`src/rtl/cache_pkg.sv`:
```
// Shared cache fill definitions: fill FSM states, cache geometry and the
// data RAM address packing used by the fill controller.
package cache_pkg;

    typedef enum logic [2:0] {
        IDLE,
        REQ,
        FILL,
        TAG,
        DONE
    } fill_state_t;

    localparam int CACHE_LINE_BEATS = 8;
    localparam int CACHE_INDEX_W    = 11;
    localparam int CACHE_TAG_W      = 11;
    localparam int CACHE_WAYS       = 4;
    localparam int CACHE_WAY_W      = $clog2(CACHE_WAYS);
    localparam int CACHE_BEAT_W     = $clog2(CACHE_LINE_BEATS);
    // tag + index + beat + byte-in-halfword
    localparam int CACHE_ADDR_W     = CACHE_TAG_W + CACHE_INDEX_W + CACHE_BEAT_W + 1;

    function automatic logic [15:0] pack_data_addr(
        input logic [CACHE_WAY_W-1:0]   way,
        input logic [CACHE_INDEX_W-1:0] index,
        input logic [CACHE_BEAT_W-1:0]  beat
    );
        return {way, index, beat};
    endfunction

endpackage

```
`src/rtl/cache_fill_ctrl_if.sv`:
```
// Fill controller bus: fault request from the tag way, burst read from main
// memory, and the data RAM / tag write outputs.
interface cache_fill_ctrl_if;
    import cache_pkg::*;

    logic                   hard_fault;
    logic [30:0]            target_address;
    logic [CACHE_WAY_W-1:0] fill_way_index;
    logic                   tag_write;
    logic                   fill_busy;
    logic                   fill_done;
    logic                   mem_req_valid;
    logic                   mem_req_ready;
    logic [24:0]            mem_req_addr;
    logic                   mem_rd_valid;
    logic [15:0]            mem_rd_data;
    logic                   data_we;
    logic [15:0]            data_addr;
    logic [15:0]            data_wdata;
    logic                   critical_valid;

    modport master (
        input  hard_fault, target_address, mem_req_ready, mem_rd_valid, mem_rd_data,
        output fill_way_index, tag_write, fill_busy, fill_done, mem_req_valid,
               mem_req_addr, data_we, data_addr, data_wdata, critical_valid
    );

    modport slave (
        output hard_fault, target_address, mem_req_ready, mem_rd_valid, mem_rd_data,
        input  fill_way_index, tag_write, fill_busy, fill_done, mem_req_valid,
               mem_req_addr, data_we, data_addr, data_wdata, critical_valid
    );

endinterface

```
`src/rtl/cache_fill_beat_ctr.sv`:
```
// Wrapping beat counter: loads the burst start beat, advances per accepted
// beat, and flags the beat that completes the line.
module cache_fill_beat_ctr #(
    parameter int W = 3
) (
    input  logic         main_clk,
    input  logic         main_rst,
    input  logic         load,
    input  logic [W-1:0] load_val,
    input  logic         en,
    output logic [W-1:0] beat,
    output logic         last
);

    logic [W-1:0] beat_reg;
    logic [W-1:0] start_reg;

    always_ff @(posedge main_clk or posedge main_rst) begin
        if (main_rst) begin
            beat_reg  <= '0;
            start_reg <= '0;
        end else if (load) begin
            beat_reg  <= load_val;
            start_reg <= load_val;
        end else if (en) begin
            beat_reg  <= beat_reg + W'(1);
        end
    end

    assign beat = beat_reg;
    // The line is complete when the next beat would wrap back to the start.
    assign last = ((beat_reg + W'(1)) == start_reg);

endmodule

```
`src/rtl/cache_fill_ctrl.sv`:
```
// Cache miss fill controller: picks a victim way, fetches the 8-beat line,
// writes the data RAM, then strobes the tag write.
// Build option: CACHE_FILL_CRITICAL_WORD_FIRST_EN starts the burst at the faulting beat.
import cache_pkg::*;

module cache_fill_ctrl #(
    parameter int BEATS  = CACHE_LINE_BEATS,
    parameter int ADDR_W = CACHE_ADDR_W
) (
    input  logic              main_clk,
    input  logic              main_rst,
    cache_fill_ctrl_if.master bus
);

    localparam int BEAT_W = $clog2(BEATS);

    fill_state_t            state_reg, state_next;
    logic [CACHE_WAY_W-1:0] victim_ctr_reg;
    logic [CACHE_WAY_W-1:0] way_reg;
    logic                   all_beats_reg;
    logic                   data_we_reg;
    logic                   critical_reg;
    logic [15:0]            data_addr_reg;
    logic [15:0]            data_wdata_reg;
    logic [BEAT_W-1:0]      start_beat;
    logic [BEAT_W-1:0]      beat;
    logic                   last_beat;
    logic                   accept_fault;
    logic                   beat_accept;
    logic                   unused_addr_bits;

    assign unused_addr_bits = ^{bus.target_address[30:ADDR_W], bus.target_address[0]};

`ifdef CACHE_FILL_CRITICAL_WORD_FIRST_EN
    assign start_beat = bus.target_address[BEAT_W:1];
`else
    assign start_beat = '0;
`endif

    assign accept_fault = (state_reg == IDLE) && bus.hard_fault;
    // Once all beats are in, FILL lingers one cycle for the last data write.
    assign beat_accept  = (state_reg == FILL) && bus.mem_rd_valid && !all_beats_reg;

    cache_fill_beat_ctr #(
        .W(BEAT_W)
    ) u_beat_ctr (
        .main_clk (main_clk),
        .main_rst (main_rst),
        .load     (accept_fault),
        .load_val (start_beat),
        .en       (beat_accept),
        .beat     (beat),
        .last     (last_beat)
    );

    always_comb begin
        state_next        = state_reg;
        bus.mem_req_valid = 1'b0;
        bus.mem_req_addr  = '0;
        bus.tag_write     = 1'b0;
        bus.fill_done     = 1'b0;
        bus.fill_busy     = (state_reg != IDLE);
        case (state_reg)
            IDLE: if (bus.hard_fault) state_next = REQ;
            REQ: begin
                bus.mem_req_valid = 1'b1;
                bus.mem_req_addr  = {bus.target_address[ADDR_W-1:BEAT_W+1], beat};
                if (bus.mem_req_ready) state_next = FILL;
            end
            FILL: if (all_beats_reg) state_next = TAG;
            TAG: begin
                bus.tag_write = 1'b1;
                state_next    = DONE;
            end
            DONE: begin
                bus.fill_done = 1'b1;
                state_next    = IDLE;
            end
            default: state_next = IDLE;
        endcase
    end

    always_ff @(posedge main_clk or posedge main_rst) begin
        if (main_rst) begin
            state_reg      <= IDLE;
            victim_ctr_reg <= '0;
            way_reg        <= '0;
            all_beats_reg  <= 1'b0;
            data_we_reg    <= 1'b0;
            critical_reg   <= 1'b0;
            data_addr_reg  <= '0;
            data_wdata_reg <= '0;
        end else begin
            state_reg   <= state_next;
            data_we_reg <= beat_accept;
            critical_reg <= beat_accept && (beat == bus.target_address[BEAT_W:1]);
            if (accept_fault) begin
                way_reg       <= victim_ctr_reg;
                all_beats_reg <= 1'b0;
            end else if (beat_accept && last_beat) begin
                all_beats_reg <= 1'b1;
            end
            if (state_reg == DONE) begin
                victim_ctr_reg <= victim_ctr_reg + CACHE_WAY_W'(1);
            end
            if (beat_accept) begin
                data_addr_reg  <= pack_data_addr(way_reg,
                                      bus.target_address[CACHE_INDEX_W+BEAT_W:BEAT_W+1], beat);
                data_wdata_reg <= bus.mem_rd_data;
            end
        end
    end

    assign bus.fill_way_index = way_reg;
    assign bus.data_we        = data_we_reg;
    assign bus.data_addr      = data_addr_reg;
    assign bus.data_wdata     = data_wdata_reg;
    assign bus.critical_valid = critical_reg;

endmodule

```
`src/flat_wrapper.sv`:
```
// flat-port wrapper written by rule: the top's interface ports become plain ports
module cache_fill_ctrl_flat 
#(
    parameter int BEATS  = CACHE_LINE_BEATS,
    parameter int ADDR_W = CACHE_ADDR_W
)
  (main_clk, main_rst, bus_hard_fault, bus_target_address, bus_mem_req_ready, bus_mem_rd_valid, bus_mem_rd_data, bus_fill_way_index, bus_tag_write, bus_fill_busy, bus_fill_done, bus_mem_req_valid, bus_mem_req_addr, bus_data_we, bus_data_addr, bus_data_wdata, bus_critical_valid);
  cache_fill_ctrl_if bus_i ();
  input  logic main_clk;
  input  logic main_rst;
  input wire logic [$bits(bus_i.hard_fault)-1:0] bus_hard_fault;
  input wire logic [$bits(bus_i.target_address)-1:0] bus_target_address;
  input wire logic [$bits(bus_i.mem_req_ready)-1:0] bus_mem_req_ready;
  input wire logic [$bits(bus_i.mem_rd_valid)-1:0] bus_mem_rd_valid;
  input wire logic [$bits(bus_i.mem_rd_data)-1:0] bus_mem_rd_data;
  output wire logic [$bits(bus_i.fill_way_index)-1:0] bus_fill_way_index;
  output wire logic [$bits(bus_i.tag_write)-1:0] bus_tag_write;
  output wire logic [$bits(bus_i.fill_busy)-1:0] bus_fill_busy;
  output wire logic [$bits(bus_i.fill_done)-1:0] bus_fill_done;
  output wire logic [$bits(bus_i.mem_req_valid)-1:0] bus_mem_req_valid;
  output wire logic [$bits(bus_i.mem_req_addr)-1:0] bus_mem_req_addr;
  output wire logic [$bits(bus_i.data_we)-1:0] bus_data_we;
  output wire logic [$bits(bus_i.data_addr)-1:0] bus_data_addr;
  output wire logic [$bits(bus_i.data_wdata)-1:0] bus_data_wdata;
  output wire logic [$bits(bus_i.critical_valid)-1:0] bus_critical_valid;
  assign bus_i.hard_fault = bus_hard_fault;
  assign bus_i.target_address = bus_target_address;
  assign bus_i.mem_req_ready = bus_mem_req_ready;
  assign bus_i.mem_rd_valid = bus_mem_rd_valid;
  assign bus_i.mem_rd_data = bus_mem_rd_data;
  assign bus_fill_way_index = bus_i.fill_way_index;
  assign bus_tag_write = bus_i.tag_write;
  assign bus_fill_busy = bus_i.fill_busy;
  assign bus_fill_done = bus_i.fill_done;
  assign bus_mem_req_valid = bus_i.mem_req_valid;
  assign bus_mem_req_addr = bus_i.mem_req_addr;
  assign bus_data_we = bus_i.data_we;
  assign bus_data_addr = bus_i.data_addr;
  assign bus_data_wdata = bus_i.data_wdata;
  assign bus_critical_valid = bus_i.critical_valid;
  cache_fill_ctrl #(.BEATS(BEATS), .ADDR_W(ADDR_W)) u_core (.main_clk(main_clk), .main_rst(main_rst), .bus(bus_i));
endmodule
```
`config.mk`:
```
export PLATFORM = sky130hd
export DESIGN_NAME = cache_fill_ctrl_flat
export DESIGN_NICKNAME = d
export VERILOG_FILES = /design/src/rtl/cache_pkg.sv /design/src/rtl/cache_fill_ctrl_if.sv /design/src/rtl/cache_fill_beat_ctr.sv /design/src/rtl/cache_fill_ctrl.sv /design/src/flat_wrapper.sv
export SDC_FILE = /design/constraint.sdc
export NUM_CORES = 1
export LEC_CHECK = 0
export BUFFER_PORTS_ARGS = -buffer_cell sky130_fd_sc_hd__clkbuf_2
export CORE_UTILIZATION = 48
export CTS_CLUSTER_DIAMETER = 50
export DETAILED_ROUTE_END_ITERATION = 10
export GPL_ROUTABILITY_DRIVEN = 0
export PLACE_DENSITY_LB_ADDON = 0.2
export SYNTH_ARGS = -nofsm -noshare
export SYNTH_HDL_FRONTEND = slang
export SYNTH_SLANG_ARGS = --single-unit
```
`constraint.sdc`:
```
create_clock -name main_clk -period 4.38 [get_ports main_clk]
set_clock_uncertainty 0.1 [all_clocks]
set_input_delay 0.876 -clock main_clk [delete_from_list [all_inputs] [get_ports main_clk]]
set_output_delay 0.876 -clock main_clk [all_outputs]
set_load 0.05 [all_outputs]
```
# After elaboration in Yosys (flattened, before gate mapping)
# Index checks and enable logic that the tools add are counted.
op_classes:
  addsub: 2
  multipliers: 0
  n_div: 0
  n_lt_le_gt_ge: 0
  eq_ne: 8
  shifts: 0
  n_mux: 12
  bitwise: 0
  reduce_logical: 12
op_table:
  columns: ["operator", "n"]
  rows:
  - ["25-bit 2-to-1 mux", 1]
  - ["3-bit 2-to-1 mux", 5]
  - ["3-bit one-hot mux with 4 select lines", 1]
  - ["3-bit by 2-bit == test with 1-bit output (second input constant)", 2]
  - ["3-bit zero test", 2]
  - ["1-bit logical AND", 5]
  - ["1-bit 2-to-1 mux", 5]
  - ["2-bit != test (second input constant)", 2]
  - ["2-bit nonzero test", 2]
  - ["3-bit by 1-bit adder with 3-bit output (second input constant)", 1]
  - ["3-bit by 1-bit == test with 1-bit output (second input constant)", 1]
  - ["3-bit == test", 1]
  - ["3-bit == test (second input constant)", 1]
  - ["3-bit AND reduction", 1]
  - ["3-bit nonzero test", 1]
  - ["2-bit by 1-bit adder with 2-bit output (second input constant)", 1]
  - ["2-bit by 1-bit != test with 1-bit output (second input constant)", 1]
  - ["1-bit zero test", 1]
totals:
  ff_bits: 45
  latchBits: 0
  ram_bits: 0
  mem_bits_ro: 0
  input_bits: 52
  elab_cells: 43
  mem_count: 0

# Depth between registers and ports, before layout
logic_depth:
  depth_word: 6
  mapped_depth: 6
  ltp_nobuf: 4

# Modules after synthesis
# Synthesis repeated with hierarchy kept, for this count alone.
hier_totals:
  hier_cells: 166
  hier_area_um2: 2306.0
modules_own_cells:
  columns: ["mod", "n_inst", "cells_each", "area_each_um2"]
  rows:
  - ["cache_fill_ctrl", 1, 138, 1986.9]
  - ["cache_fill_beat_ctr", 1, 28, 319.1]

# Worst setup path after synthesis
# No wires, ideal clock.
synth_timing:
  path_kind: "register to output"
  start: "register u_core.state_reg[1]"
  end: "output bus_mem_req_addr[15]"
  t_arrival_ps: 1950
  t_required_ps: 3404
  path_slack_ps: 1454
  path_stages_with_launch: 5
  path_buffers: 2
  path_cell_list: "dfrtp_1 clkbuf_1 nor3b_2 clkbuf_1 and2_1"
synth_between:
  elab_chain_cells: 2
synth_lines:
  columns: ["item", "line_no", "text"]
  rows:
  - ["from (decl)", "cache_fill_ctrl.sv:17", "fill_state_t state_reg, state_next;"]
  - ["from (signal assigned)", "cache_fill_ctrl.sv:94", "state_reg <= state_next;"]
  - ["3-bit by 1-bit == test with 1-bit output", "cache_fill_ctrl.sv:63", "case (state_reg)"]
  - ["25-bit 2-to-1 mux", "cache_fill_ctrl.sv:63", null]
  - ["to (decl)", "flat_wrapper.sv:21", "output wire logic [$bits(bus_i.mem_req_addr)-1:0] bus_mem_req_addr;"]
# No other way between the ends.

# Final worst setup path
layout_timing:
  start: "register u_core.state_reg[0]"
  end: "output bus_mem_req_addr[1]"
# The elaborated chain is that of the path after synthesis.

==> impl_results.md <==
- Kind of critical path: reg -> out
- First-pass GRT wire length: 5.75 mm
- Clk Latency, worst-skew pair: 0.30 ns
- DRC: 0
- 1st-pass router iterations: 4
- Grt met2 use: 0.281
- Share of cells above drive strength 1: 0.553
- Area contributors post-synth: dfrtp_1 53%, mux2_4 18%, and2_1 7.7%
- Multi-input gate area: 901 sq um
- Die area: 4700 sq um
- Commonest non-fill, non-tap cell in the layout: clkbuf_2
- Maximum clock insertion buffer count: 2
- Syn_nets: 209
- Slew HR: 0.295
- Fin crit share: 0.731
- Yosys cell types: 30
- Max Clk Rate: 312 MHz
- WL/cell: 12.8 um
- YS warnings: 0
- Fill count: 330
- Total Routing Usage GR: 0.174
- CTS buffer count: 5
- FF+latch count, synth: 45
- Critical path arrival: 2.23 ns
- # hold bufs at CTS: 0
- GRT Max-Usage Layer: met2
- RSZ-0062 raised after global routing: false
- FF/Latch Area: 1130 sq um
- Synth Flop Type: dfrtp_1
- Setup tns final: 0 ns
- Die X-Extent: 68.6 um
- Overflow after GRT: 0
- Initial Util: 0.517
- Routed vias: 1494
- Syn_area_per_cell: 13.7 sq um
- RR Startpoint: u_core.state_reg[0]$_DFFE_PP0P_
- Die Ht: just under 70 um
- Cell family with most CP delay: simple AND/OR/NAND/NOR gates
- GR Util met1: 0.207
- Worst Path Buf+Inv: 1
- Final Setup Violations: 0
- Area delta synth->final: 30.0%
- Largest net degree at the start of global routing: 46
- Slowest stage delay, CP: about 0.9 ns
- Synth top area share: 0.530
- CTS Sinks: between 40 and 50
- Min-Delay Path Class: reg -> reg
- ANT nets after route: 0
- Final max-slew violation count: 0
- Initial DRC count: 70
- Worst-margin pin slew: approximately 1.1 ns
- GRT met3 Usage: 0.0576
- Post-DP HPWL: 2.89 mm
- R2R Setup Slk: around 2.1 ns
- CP max-delay cell: nor3b_2
- Post-synth EDFFs: 0
- Post-synth top area cell: dfrtp_1
- Cell area after placement: 2650 sq um
- Antenna violations before repair: 0
- Sequential share of the synthesized area: 0.530
- Post-CTS Setup Bufs: 0
- Crit path cell chain: nor3b_2 > and2_1 > clkbuf_2
- Detailed Route WL: 4.01 mm
- Crit end category: output pin
- IO buf count: 110
- Critical path endpoint: bus_mem_req_addr[1]
- Fin nets: 317
- Diodes inserted: 0
- Number of cell rows: 23
- Worst setup startpoint: u_core.state_reg[0]$_DFFE_PP0P_
- Worst-path clk slew: 0.08 ns
- Core area: slightly above 4000 sq um
- Critical Path Source Type: flop
- Clock Tree Root: clkbuf_8
- Worst path depth: 3
- Final hold violations: 0
- Required time worst endpoint: 3.40 ns
- Setup WS post-layout: 1.18 ns
- Post-Synthesis Cells: 155
- Most frequent cells in the layout: 110 x clkbuf_2, 45 x dfrtp_1, 25 x mux2_4, 25 x and2_1, 10 x nand2_1
- Status: complete, no violations
- Vias in the first global route: 1243
- Worst Reg-to-Reg Cells: 3
- Post-route design area: 2760 sq um
- I/O Pins: 117
- Max-cap viol count: 0
- Via density: 4.76
- Tmin final: 3.20 ns
- Post-CTS sizing: 0
- Cell Area, Synth: 2130 sq um
- Async S/R FF share, synth: 1.00
- Pre-CTS setup slack: 1.42 ns
- CP Max Fanout: 26
- H-tree lvl count: 2
- R2R Path End: u_core.bus.data_addr[0]$_DFFE_PP0P_
- CTS tree: yes
[stage by stage]
| stage | instances | hold slack, ns | util |
|---|---|---|---|
| global placement | 306 | 0.363 | 0.643 |
| floorplan | 155 | 0.345 | - |
| detailed placement | 306 | 0.366 | 0.643 |
| finish | 314 | 0.372 | 0.672 |
| CTS | 314 | 0.378 | 0.672 |
| global route | 314 | 0.386 | 0.672 |
[synth_stat cells, types with 2 or more instances]
master	number
dfrtp_1	45
and2_1	26
mux2_4	25
nand2_1	10
mux2_1	7
clkbuf_1	4
xnor2_1	4
a21oi_1	3
nand2b_1	3
and3b_1	2
buf_12	2
buf_6	2
ha_1	2
inv_1	2
nand3_1	2
o21ai_1	2
[how the worst min path moves through the flow]
stage                                          from                                    to  slack [ns]  cells after the start
2_1_floorplan  u_core.victim_ctr_reg[1]$_DFFE_PP0P_  u_core.victim_ctr_reg[1]$_DFFE_PP0P_        0.34                      1
3_3_place_gp   u_core.victim_ctr_reg[1]$_DFFE_PP0P_  u_core.victim_ctr_reg[1]$_DFFE_PP0P_        0.36                      1
5_1_grt        u_core.victim_ctr_reg[1]$_DFFE_PP0P_  u_core.victim_ctr_reg[1]$_DFFE_PP0P_        0.39                      1
4_1_cts        u_core.victim_ctr_reg[1]$_DFFE_PP0P_  u_core.victim_ctr_reg[1]$_DFFE_PP0P_        0.38                      1
3_5_place_dp   u_core.victim_ctr_reg[1]$_DFFE_PP0P_  u_core.victim_ctr_reg[1]$_DFFE_PP0P_        0.37                      1
6_report       u_core.victim_ctr_reg[1]$_DFFE_PP0P_  u_core.victim_ctr_reg[1]$_DFFE_PP0P_        0.37                      1
[cell families (layout without fill, tap and decap cells)]
| logic type | count (synthesis) | in the layout | share of synthesized area |
|---|---|---|---|
| flops | 45 | 45 | 0.530 |
| fa+ha+maj | 2 | 2 | 0.0118 |
| simple gates | 53 | 53 | 0.157 |
| compound gates | 6 | 6 | 0.0153 |
| xor+xnor | 5 | 5 | 0.0206 |
| mux | 33 | 33 | 0.218 |
| buf+inv | 11 | 120 | 0.0471 |
[area by class of cell]
cell class                 count  share of cell area
tap                           50              0.0226
multi-input combinational     99               0.326
clock buffer                   7              0.0312
timing repair buffer         110               0.199
clock inverter                 1              0.0109
sequential                    45               0.407
inverter                       2             0.00272
[routing by layer]
layer	up-vias	part of all wire
met5	-	0
met3	7	0.065
li1	739	-
met1	701	0.44
met4	0	0.017
met2	47	0.48
Power is left out: the tool's default activity adds up to more than one toggle a clock period on the data nets, which glitch-free logic cannot reach.
